### config.mk
export PLATFORM = sky130hd
export DESIGN_NAME = fp_compare_vec
export DESIGN_NICKNAME = d
export VERILOG_FILES = /design/src/rtl/fp_compare_vec_pkg.sv /design/src/rtl/fp_compare_vec_lane.sv /design/src/rtl/fp_compare_vec.sv
export SDC_FILE = /design/constraint.sdc
export NUM_CORES = 1
export LEC_CHECK = 0
export ABC_AREA = 1
export CORE_ASPECT_RATIO = 0.8
export CORE_MARGIN = 10
export CORE_UTILIZATION = 40
export CTS_CLUSTER_SIZE = 40
export DETAILED_ROUTE_END_ITERATION = 16
export PLACE_DENSITY = 0.62
export SLEW_MARGIN = 20
export SYNTH_ARGS = -nofsm -noshare
export SYNTH_HDL_FRONTEND = slang
export SYNTH_SLANG_ARGS = --single-unit
### constraint.sdc
create_clock -name clk -period 2.3 [get_ports clk]
set_input_delay 0.23 -clock clk [delete_from_list [all_inputs] [get_ports clk]]
set_output_delay 0.23 -clock clk [all_outputs]
set_load 0.1 [all_outputs]
### src/rtl/fp_compare_vec_pkg.sv
// Shared types and helpers for the vector FP32 compare/min/max unit.
package fp_compare_vec_pkg;

    localparam int DATA_WIDTH = 32;

    typedef enum logic [2:0] {
        FPU_CMPEQ = 3'd0,
        FPU_CMPLT = 3'd1,
        FPU_CMPLE = 3'd2,
        FPU_MIN   = 3'd3,
        FPU_MAX   = 3'd4
    } fpu_op_t;

    localparam logic [31:0] FP_CANON_QNAN = 32'h7FC0_0000;

    typedef struct packed {
        logic is_nan;
        logic is_snan;
        logic is_zero;
        logic sign;
    } fp_class_t;

    function automatic fp_class_t fp_classify(input logic [31:0] x);
        fp_class_t c;
        c.is_nan  = (x[30:23] == 8'hFF) && (x[22:0] != 23'd0);
        c.is_snan = c.is_nan && !x[22];
        c.is_zero = (x[30:0] == 31'd0);
        c.sign    = x[31];
        return c;
    endfunction

endpackage

### src/rtl/fp_compare_vec_lane.sv
// Per-lane combinational core: the classify half feeds stage 1, the select
// half consumes stage-1 registers and feeds stage 2.
module fp_cmp_lane
    import fp_compare_vec_pkg::*;
(
    input  logic [31:0] a_i,
    input  logic [31:0] b_i,
    output fp_class_t   cls_a_o,
    output fp_class_t   cls_b_o,
    output logic        mag_less_o,
    output logic        equal_o,
    input  fpu_op_t     op_i,
    input  logic        active_i,
    input  fp_class_t   cls_a_i,
    input  fp_class_t   cls_b_i,
    input  logic        mag_less_i,
    input  logic        equal_i,
    input  logic [31:0] op_a_i,
    input  logic [31:0] op_b_i,
    output logic [31:0] result_o,
    output logic        invalid_o
);

    assign cls_a_o    = fp_classify(a_i);
    assign cls_b_o    = fp_classify(b_i);
    assign mag_less_o = (a_i[30:0] < b_i[30:0]);
    assign equal_o    = (a_i == b_i);

    logic any_nan_s;
    logic any_snan_s;
    logic both_nan_s;
    logic both_zero_s;
    logic ord_lt_s;
    logic eq_s;
    logic lt_s;

    // Ordering primitives; ord_lt_s is a total order on non-NaN values with -0 < +0.
    always_comb begin
        any_nan_s   = cls_a_i.is_nan | cls_b_i.is_nan;
        any_snan_s  = cls_a_i.is_snan | cls_b_i.is_snan;
        both_nan_s  = cls_a_i.is_nan & cls_b_i.is_nan;
        both_zero_s = cls_a_i.is_zero & cls_b_i.is_zero;
        if (cls_a_i.sign != cls_b_i.sign) begin
            ord_lt_s = cls_a_i.sign;
        end else if (cls_a_i.sign) begin
            ord_lt_s = !mag_less_i && !equal_i;
        end else begin
            ord_lt_s = mag_less_i;
        end
        eq_s = !any_nan_s && (equal_i || both_zero_s);
        lt_s = !any_nan_s && !both_zero_s && ord_lt_s;
    end

    // Operation select; masked lanes and unknown ops produce all-zero results.
    always_comb begin
        result_o  = 32'd0;
        invalid_o = 1'b0;
        if (active_i) begin
            case (op_i)
                FPU_CMPEQ: begin
                    result_o  = {31'd0, eq_s};
                    invalid_o = any_snan_s;
                end
                FPU_CMPLT: begin
                    result_o  = {31'd0, lt_s};
                    invalid_o = any_nan_s;
                end
                FPU_CMPLE: begin
                    result_o  = {31'd0, lt_s | eq_s};
                    invalid_o = any_nan_s;
                end
                FPU_MIN, FPU_MAX: begin
                    invalid_o = any_snan_s;
                    if (any_snan_s || both_nan_s) begin
                        result_o = FP_CANON_QNAN;
                    end else if (cls_a_i.is_nan) begin
                        result_o = op_b_i;
                    end else if (cls_b_i.is_nan) begin
                        result_o = op_a_i;
                    end else if ((op_i == FPU_MIN) == ord_lt_s) begin
                        result_o = op_a_i;
                    end else begin
                        result_o = op_b_i;
                    end
                end
                default: begin
                    result_o  = 32'd0;
                    invalid_o = 1'b0;
                end
            endcase
        end else begin
            result_o  = 32'd0;
            invalid_o = 1'b0;
        end
    end

endmodule

### src/rtl/fp_compare_vec.sv
// Two-stage pipelined multi-lane FP32 compare/min/max with valid/ready
// handshakes, lane mask, tag passthrough and synchronous flush.
module fp_compare_vec
    import fp_compare_vec_pkg::*;
#(
    parameter int NUM_LANES = 4,
    parameter int TAG_WIDTH = 8
) (
    input  logic                            clk,
    input  logic                            rst_n,
    input  logic                            flush,
    input  logic                            in_valid,
    output logic                            in_ready,
    input  fpu_op_t                         in_op,
    input  logic [NUM_LANES-1:0]            in_lane_mask,
    input  logic [NUM_LANES*DATA_WIDTH-1:0] in_a,
    input  logic [NUM_LANES*DATA_WIDTH-1:0] in_b,
    input  logic [TAG_WIDTH-1:0]            in_tag,
    output logic                            out_valid,
    input  logic                            out_ready,
    output logic [NUM_LANES*DATA_WIDTH-1:0] out_result,
    output logic [NUM_LANES-1:0]            out_invalid,
    output logic                            out_any_inv,
    output logic [TAG_WIDTH-1:0]            out_tag
);

    logic                            s1_valid_q, s1_valid_d;
    fpu_op_t                         s1_op_q;
    logic [NUM_LANES-1:0]            s1_mask_q;
    logic [TAG_WIDTH-1:0]            s1_tag_q;
    logic [NUM_LANES*DATA_WIDTH-1:0] s1_a_q;
    logic [NUM_LANES*DATA_WIDTH-1:0] s1_b_q;
    fp_class_t [NUM_LANES-1:0]       s1_cls_a_q;
    fp_class_t [NUM_LANES-1:0]       s1_cls_b_q;
    logic [NUM_LANES-1:0]            s1_mag_less_q;
    logic [NUM_LANES-1:0]            s1_equal_q;

    logic                            s2_valid_q, s2_valid_d;
    logic [NUM_LANES*DATA_WIDTH-1:0] s2_result_q;
    logic [NUM_LANES-1:0]            s2_invalid_q;
    logic                            s2_any_inv_q;
    logic [TAG_WIDTH-1:0]            s2_tag_q;

    fp_class_t [NUM_LANES-1:0]       cls_a_s;
    fp_class_t [NUM_LANES-1:0]       cls_b_s;
    logic [NUM_LANES-1:0]            mag_less_s;
    logic [NUM_LANES-1:0]            equal_s;
    logic [NUM_LANES*DATA_WIDTH-1:0] lane_res_s;
    logic [NUM_LANES-1:0]            lane_inv_s;

    logic adv1_s;
    logic adv2_s;

    for (genvar gi = 0; gi < NUM_LANES; gi++) begin : g_lane
        fp_cmp_lane u_lane (
            .a_i        (in_a[gi*DATA_WIDTH +: DATA_WIDTH]),
            .b_i        (in_b[gi*DATA_WIDTH +: DATA_WIDTH]),
            .cls_a_o    (cls_a_s[gi]),
            .cls_b_o    (cls_b_s[gi]),
            .mag_less_o (mag_less_s[gi]),
            .equal_o    (equal_s[gi]),
            .op_i       (s1_op_q),
            .active_i   (s1_mask_q[gi]),
            .cls_a_i    (s1_cls_a_q[gi]),
            .cls_b_i    (s1_cls_b_q[gi]),
            .mag_less_i (s1_mag_less_q[gi]),
            .equal_i    (s1_equal_q[gi]),
            .op_a_i     (s1_a_q[gi*DATA_WIDTH +: DATA_WIDTH]),
            .op_b_i     (s1_b_q[gi*DATA_WIDTH +: DATA_WIDTH]),
            .result_o   (lane_res_s[gi*DATA_WIDTH +: DATA_WIDTH]),
            .invalid_o  (lane_inv_s[gi])
        );
    end

    // Handshake: each stage advances when its downstream slot is free or draining.
    always_comb begin
        adv2_s = !s2_valid_q || out_ready;
        adv1_s = !s1_valid_q || adv2_s;
        if (flush) begin
            s1_valid_d = 1'b0;
            s2_valid_d = 1'b0;
        end else begin
            s1_valid_d = adv1_s ? in_valid : s1_valid_q;
            s2_valid_d = adv2_s ? s1_valid_q : s2_valid_q;
        end
    end

    // Pipeline registers; data only moves with its valid so held outputs stay stable.
    always_ff @(posedge clk) begin
        if (!rst_n) begin
            s1_valid_q    <= 1'b0;
            s1_op_q       <= FPU_CMPEQ;
            s1_mask_q     <= '0;
            s1_tag_q      <= '0;
            s1_a_q        <= '0;
            s1_b_q        <= '0;
            s1_cls_a_q    <= '0;
            s1_cls_b_q    <= '0;
            s1_mag_less_q <= '0;
            s1_equal_q    <= '0;
            s2_valid_q    <= 1'b0;
            s2_result_q   <= '0;
            s2_invalid_q  <= '0;
            s2_any_inv_q  <= 1'b0;
            s2_tag_q      <= '0;
        end else begin
            s1_valid_q <= s1_valid_d;
            s2_valid_q <= s2_valid_d;
            if (adv1_s && in_valid && !flush) begin
                s1_op_q       <= in_op;
                s1_mask_q     <= in_lane_mask;
                s1_tag_q      <= in_tag;
                s1_a_q        <= in_a;
                s1_b_q        <= in_b;
                s1_cls_a_q    <= cls_a_s;
                s1_cls_b_q    <= cls_b_s;
                s1_mag_less_q <= mag_less_s;
                s1_equal_q    <= equal_s;
            end
            if (adv2_s && s1_valid_q && !flush) begin
                s2_result_q  <= lane_res_s;
                s2_invalid_q <= lane_inv_s;
                s2_any_inv_q <= |lane_inv_s;
                s2_tag_q     <= s1_tag_q;
            end
        end
    end

    assign in_ready    = adv1_s;
    assign out_valid   = s2_valid_q;
    assign out_result  = s2_result_q;
    assign out_invalid = s2_invalid_q;
    assign out_any_inv = s2_any_inv_q;
    assign out_tag     = s2_tag_q;

endmodule

==> results of run 1 <==
[synth_stat cells, types with 7 or more instances]
| master | number | share of area |
|---|---|---|
| clkinv_1 | 14 | 0.0025 |
| clkbuf_1 | 111 | 0.020 |
| nand3_1 | 102 | 0.024 |
| nor3_1 | 24 | 0.0057 |
| inv_1 | 289 | 0.051 |
| dfxtp_1 | 446 | 0.42 |
| buf_2 | 28 | 0.0066 |
| a21oi_1 | 392 | 0.093 |
| or2_2 | 7 | 0.0021 |
| nor2_1 | 319 | 0.057 |
| o21ai_1 | 43 | 0.010 |
| a211oi_1 | 8 | 0.0028 |
| buf_4 | 9 | 0.0032 |
| o211ai_1 | 62 | 0.022 |
| nor4_1 | 31 | 0.0092 |
| ha_1 | 124 | 0.073 |
| nand2_1 | 462 | 0.082 |
| o21ai_0 | 336 | 0.080 |
| nand4_1 | 46 | 0.014 |
[stage by stage]
stage                     area (um2)  TNS (ps)
after global placement         25780    -40.27
final                          27510         0
after floorplan                21140         0
after CTS                      27470         0
after detailed placement       25780    -85.75
after global routing           27510         0
[worst max-delay path by stage]
| stage | startpoint | depth (start not counted) | endpoint |
|---|---|---|---|
| 4_1_cts | s1_op_q[0] | 12 | out_result[32] |
| 3_3_place_gp | flush | 8 | s1_cls_b_q[2] |
| 3_5_place_dp | flush | 8 | s1_cls_b_q[2] |
| 6_report | s1_op_q[0] | 11 | out_result[27] |
| 2_1_floorplan | out_valid | 7 | s1_b_q[36] |
| 5_1_grt | s1_op_q[0] | 11 | out_result[27] |
[cell families (layout without fill, tap and decap cells)]
| logic type | count (synthesis) | count (layout) | synth area share |
|---|---|---|---|
| AND/OR/NAND/NOR | 1010 | 1010 | 0.2012 |
| AO/OA/AOI/OAI | 854 | 854 | 0.2122 |
| XOR/XNOR | 4 | 4 | 0.001658 |
| other | 0 | 1 | 0 |
| adder cells (fa/ha/maj) | 124 | 124 | 0.07343 |
| flip-flops | 446 | 446 | 0.4225 |
| buffers and inverters | 470 | 875 | 0.08894 |
[routing by layer]
layer  routed length, um  part of all wire  vias up
li1                    -                 -    10454
met1               34180              0.46     9751
met2               33280              0.45      632
met3                5191             0.070      108
met4                1396             0.019       10
met5                  79            0.0011        -
[critical path: stages, from the launching register on]
cell and delay (ps):
dfxtp_1 400, nand2_2 100, nor2_4 180, buf_4 180
nand3_1 90, nand3_2 110, nand2_2 210, buf_4 280
nand2_1 70, nand2_1 40, o21ai_0 170, a21oi_1 80
[what timing repair did]
action	CTS	global route
setup buffers	0	0
hold buffers	0	0
gates resized for setup	0	3
endpoints found under the setup margin	0	3
[cell type report]
| type | instances | area (um2) |
|---|---|---|
| fill | 5056 | 24850 |
| multi-input combinational | 1992 | 10350 |
| sequential | 446 | 8932 |
| timing repair buffer | 478 | 4496 |
| clock buffer | 71 | 1441 |
| inverter | 309 | 1175 |
| tap | 693 | 867.1 |
| clock inverter | 17 | 251.5 |
| antenna | 1 | 2.502 |
[flip-flops by register name (all words and copies together) (netlist names), 8 cells and up]
signal / flops
out_tag: 8
s1_cls_b_q: 12
out_result: 128
s1_a_q: 128
s1_cls_a_q: 12
s1_b_q: 128
s1_tag_q: 8
[report_power, final]
part,switching [W],internal (W)
Sequential,0.000156,0.00806
Combinational,0.00164,0.00108
Clock,0.00332,0.00501
Total,0.00511,0.0142
==> impl_metrics.csv, run 1 <==
group,metric,value,unit
final_layout,drive_gt1_frac,0.09478,
yosys,synth-edff-count,0,
timing,maxSlewViolCount,0,
route,drtAntennaViolNets,0,
yosys,yosysWarnings,0,
cts,cts_buffers,48,
place,hpwl,54450,um
critical_path,worst_setup_path_end_kind,"flip-flop",
timing,setup_violations,0,
yosys,synth_flop_cell,"dfxtp_1",
final_layout,stdcell_count,4007,
yosys,syn_avg_cell_area,7.266,um2
critical_path,r2r_cells,11,
critical_path,critPathKind,"flip-flop to flip-flop",
yosys,synth_area,0.02113,mm2
critical_path,critPathMaxFanout,15,
min_path,hp-class,"input pin to flip-flop",
critical_path,worst_setup_path_start_kind,"flip-flop",
cts,cts.htree.levels,2,
timing,rsz0062_at_grt,"no",
place,dp_slack,-51.11,ps
global_routing,antenna_found_initial,6,
die,die_w,277.0,um
final_layout,nets,3675,
yosys,syn_inst,2908,
place,place_congestion,0.9031,
timing,skew,24.14,ps
power_and_ir_drop,power_density,700.4,mW/mm2
power_and_ir_drop,p_leak,11.64,nW
timing,hold_viol,0,
route,via_per_inst,5.230,
cts,clockBufferDepth,3,
die,rows,75,
place,io_buffers,418,
min_path,min_path_cells,3,
die,ios,419,
cts,clock-root-buffer,"clkbuf_16",
critical_path,regToRegSetupSlack,240,ps
critical_path,worstPathRequired,2750,ps
die,die_h,225.6,um
global_routing,top_usage_layer,"met2",
global_routing,grt_util_met2,0.3658,
route,vias,20955,
cts,cts_sinks,446,
die,coreArea,0.05236,mm2
final_layout,utilization,0.5254,
power_and_ir_drop,vdd_ir_drop_max,503.6,uV
critical_path,cp.arrival,2510,ps
min_path,min_from,"rst_n",
route,routedWlPerCell,18.50,um
cts,clk_latency,590,ps
yosys,ys_seq_area_frac,0.4225,
cts,clk_pin_slew,60,ps
flow_run,max-cap-violations,0,
power_and_ir_drop,power.total,0.01927,W
die,start_util,0.4035,
die,dieArea,0.06248,mm2
timing,worst_slack,238.0,ps
cts,cts_tree,"built",
timing,worst_hold_slack,45.82,ps
timing,tightest_slew,628.4,ps
yosys,yosys_register_bits,446,
final_layout,area_growth,30.20,%
run_status,outcome,"complete, no violations",
min_path,holdPathEnd,"s1_mask_q[2]",
critical_path,r2r-end,"out_result[27]",
yosys,ys_async_sr_fraction,0,
global_routing,track_usage,0.2260,
yosys,ys_types,39,
yosys,syn_nets,3308,
route,drtPass1Iterations,6,
final_layout,final_common_cell,"nand2_1",
global_routing,use_met1,0.3002,
timing,fin_crit,2062,ps
route,drt_iter0_markers,1439,
timing,period_share,0.8965,
global_routing,gr-total-overflow,0,
critical_path,reg2reg_from,"s1_op_q[0]",
timing,fmax,485.0,MHz
global_routing,grt_pass1_vias,20700,
global_routing,grt_max_degree,135,
route,wirelength,74130,um
route,drcViolationCount,0,
final_layout,final_cell_mix,"459 x nand2_1, 445 x dfxtp_1, 392 x a21oi_1, 336 x o21ai_0, 319 x nor2_1",
global_routing,grtUsageMet3,0.05340,
global_routing,grt_pass1_wl,115300,um
place,placedCellCount,3917,
timing,slew_headroom,0.5772,
Power figures use the tool's default switching activity.
==> run 2, diff against run 1 <==
--- a/config.mk
+++ b/config.mk
@@ -12,7 +12,8 @@
 export CTS_CLUSTER_SIZE = 40
 export DETAILED_ROUTE_END_ITERATION = 16
 export PLACE_DENSITY = 0.62
-export SLEW_MARGIN = 20
+export SLEW_MARGIN = 0
 export SYNTH_ARGS = -nofsm -noshare
 export SYNTH_HDL_FRONTEND = slang
 export SYNTH_SLANG_ARGS = --single-unit
+export TNS_END_PERCENT = 1
==> results of run 2 <==
Same layout as run 1: the final DEF is identical, and so are final timing and power.
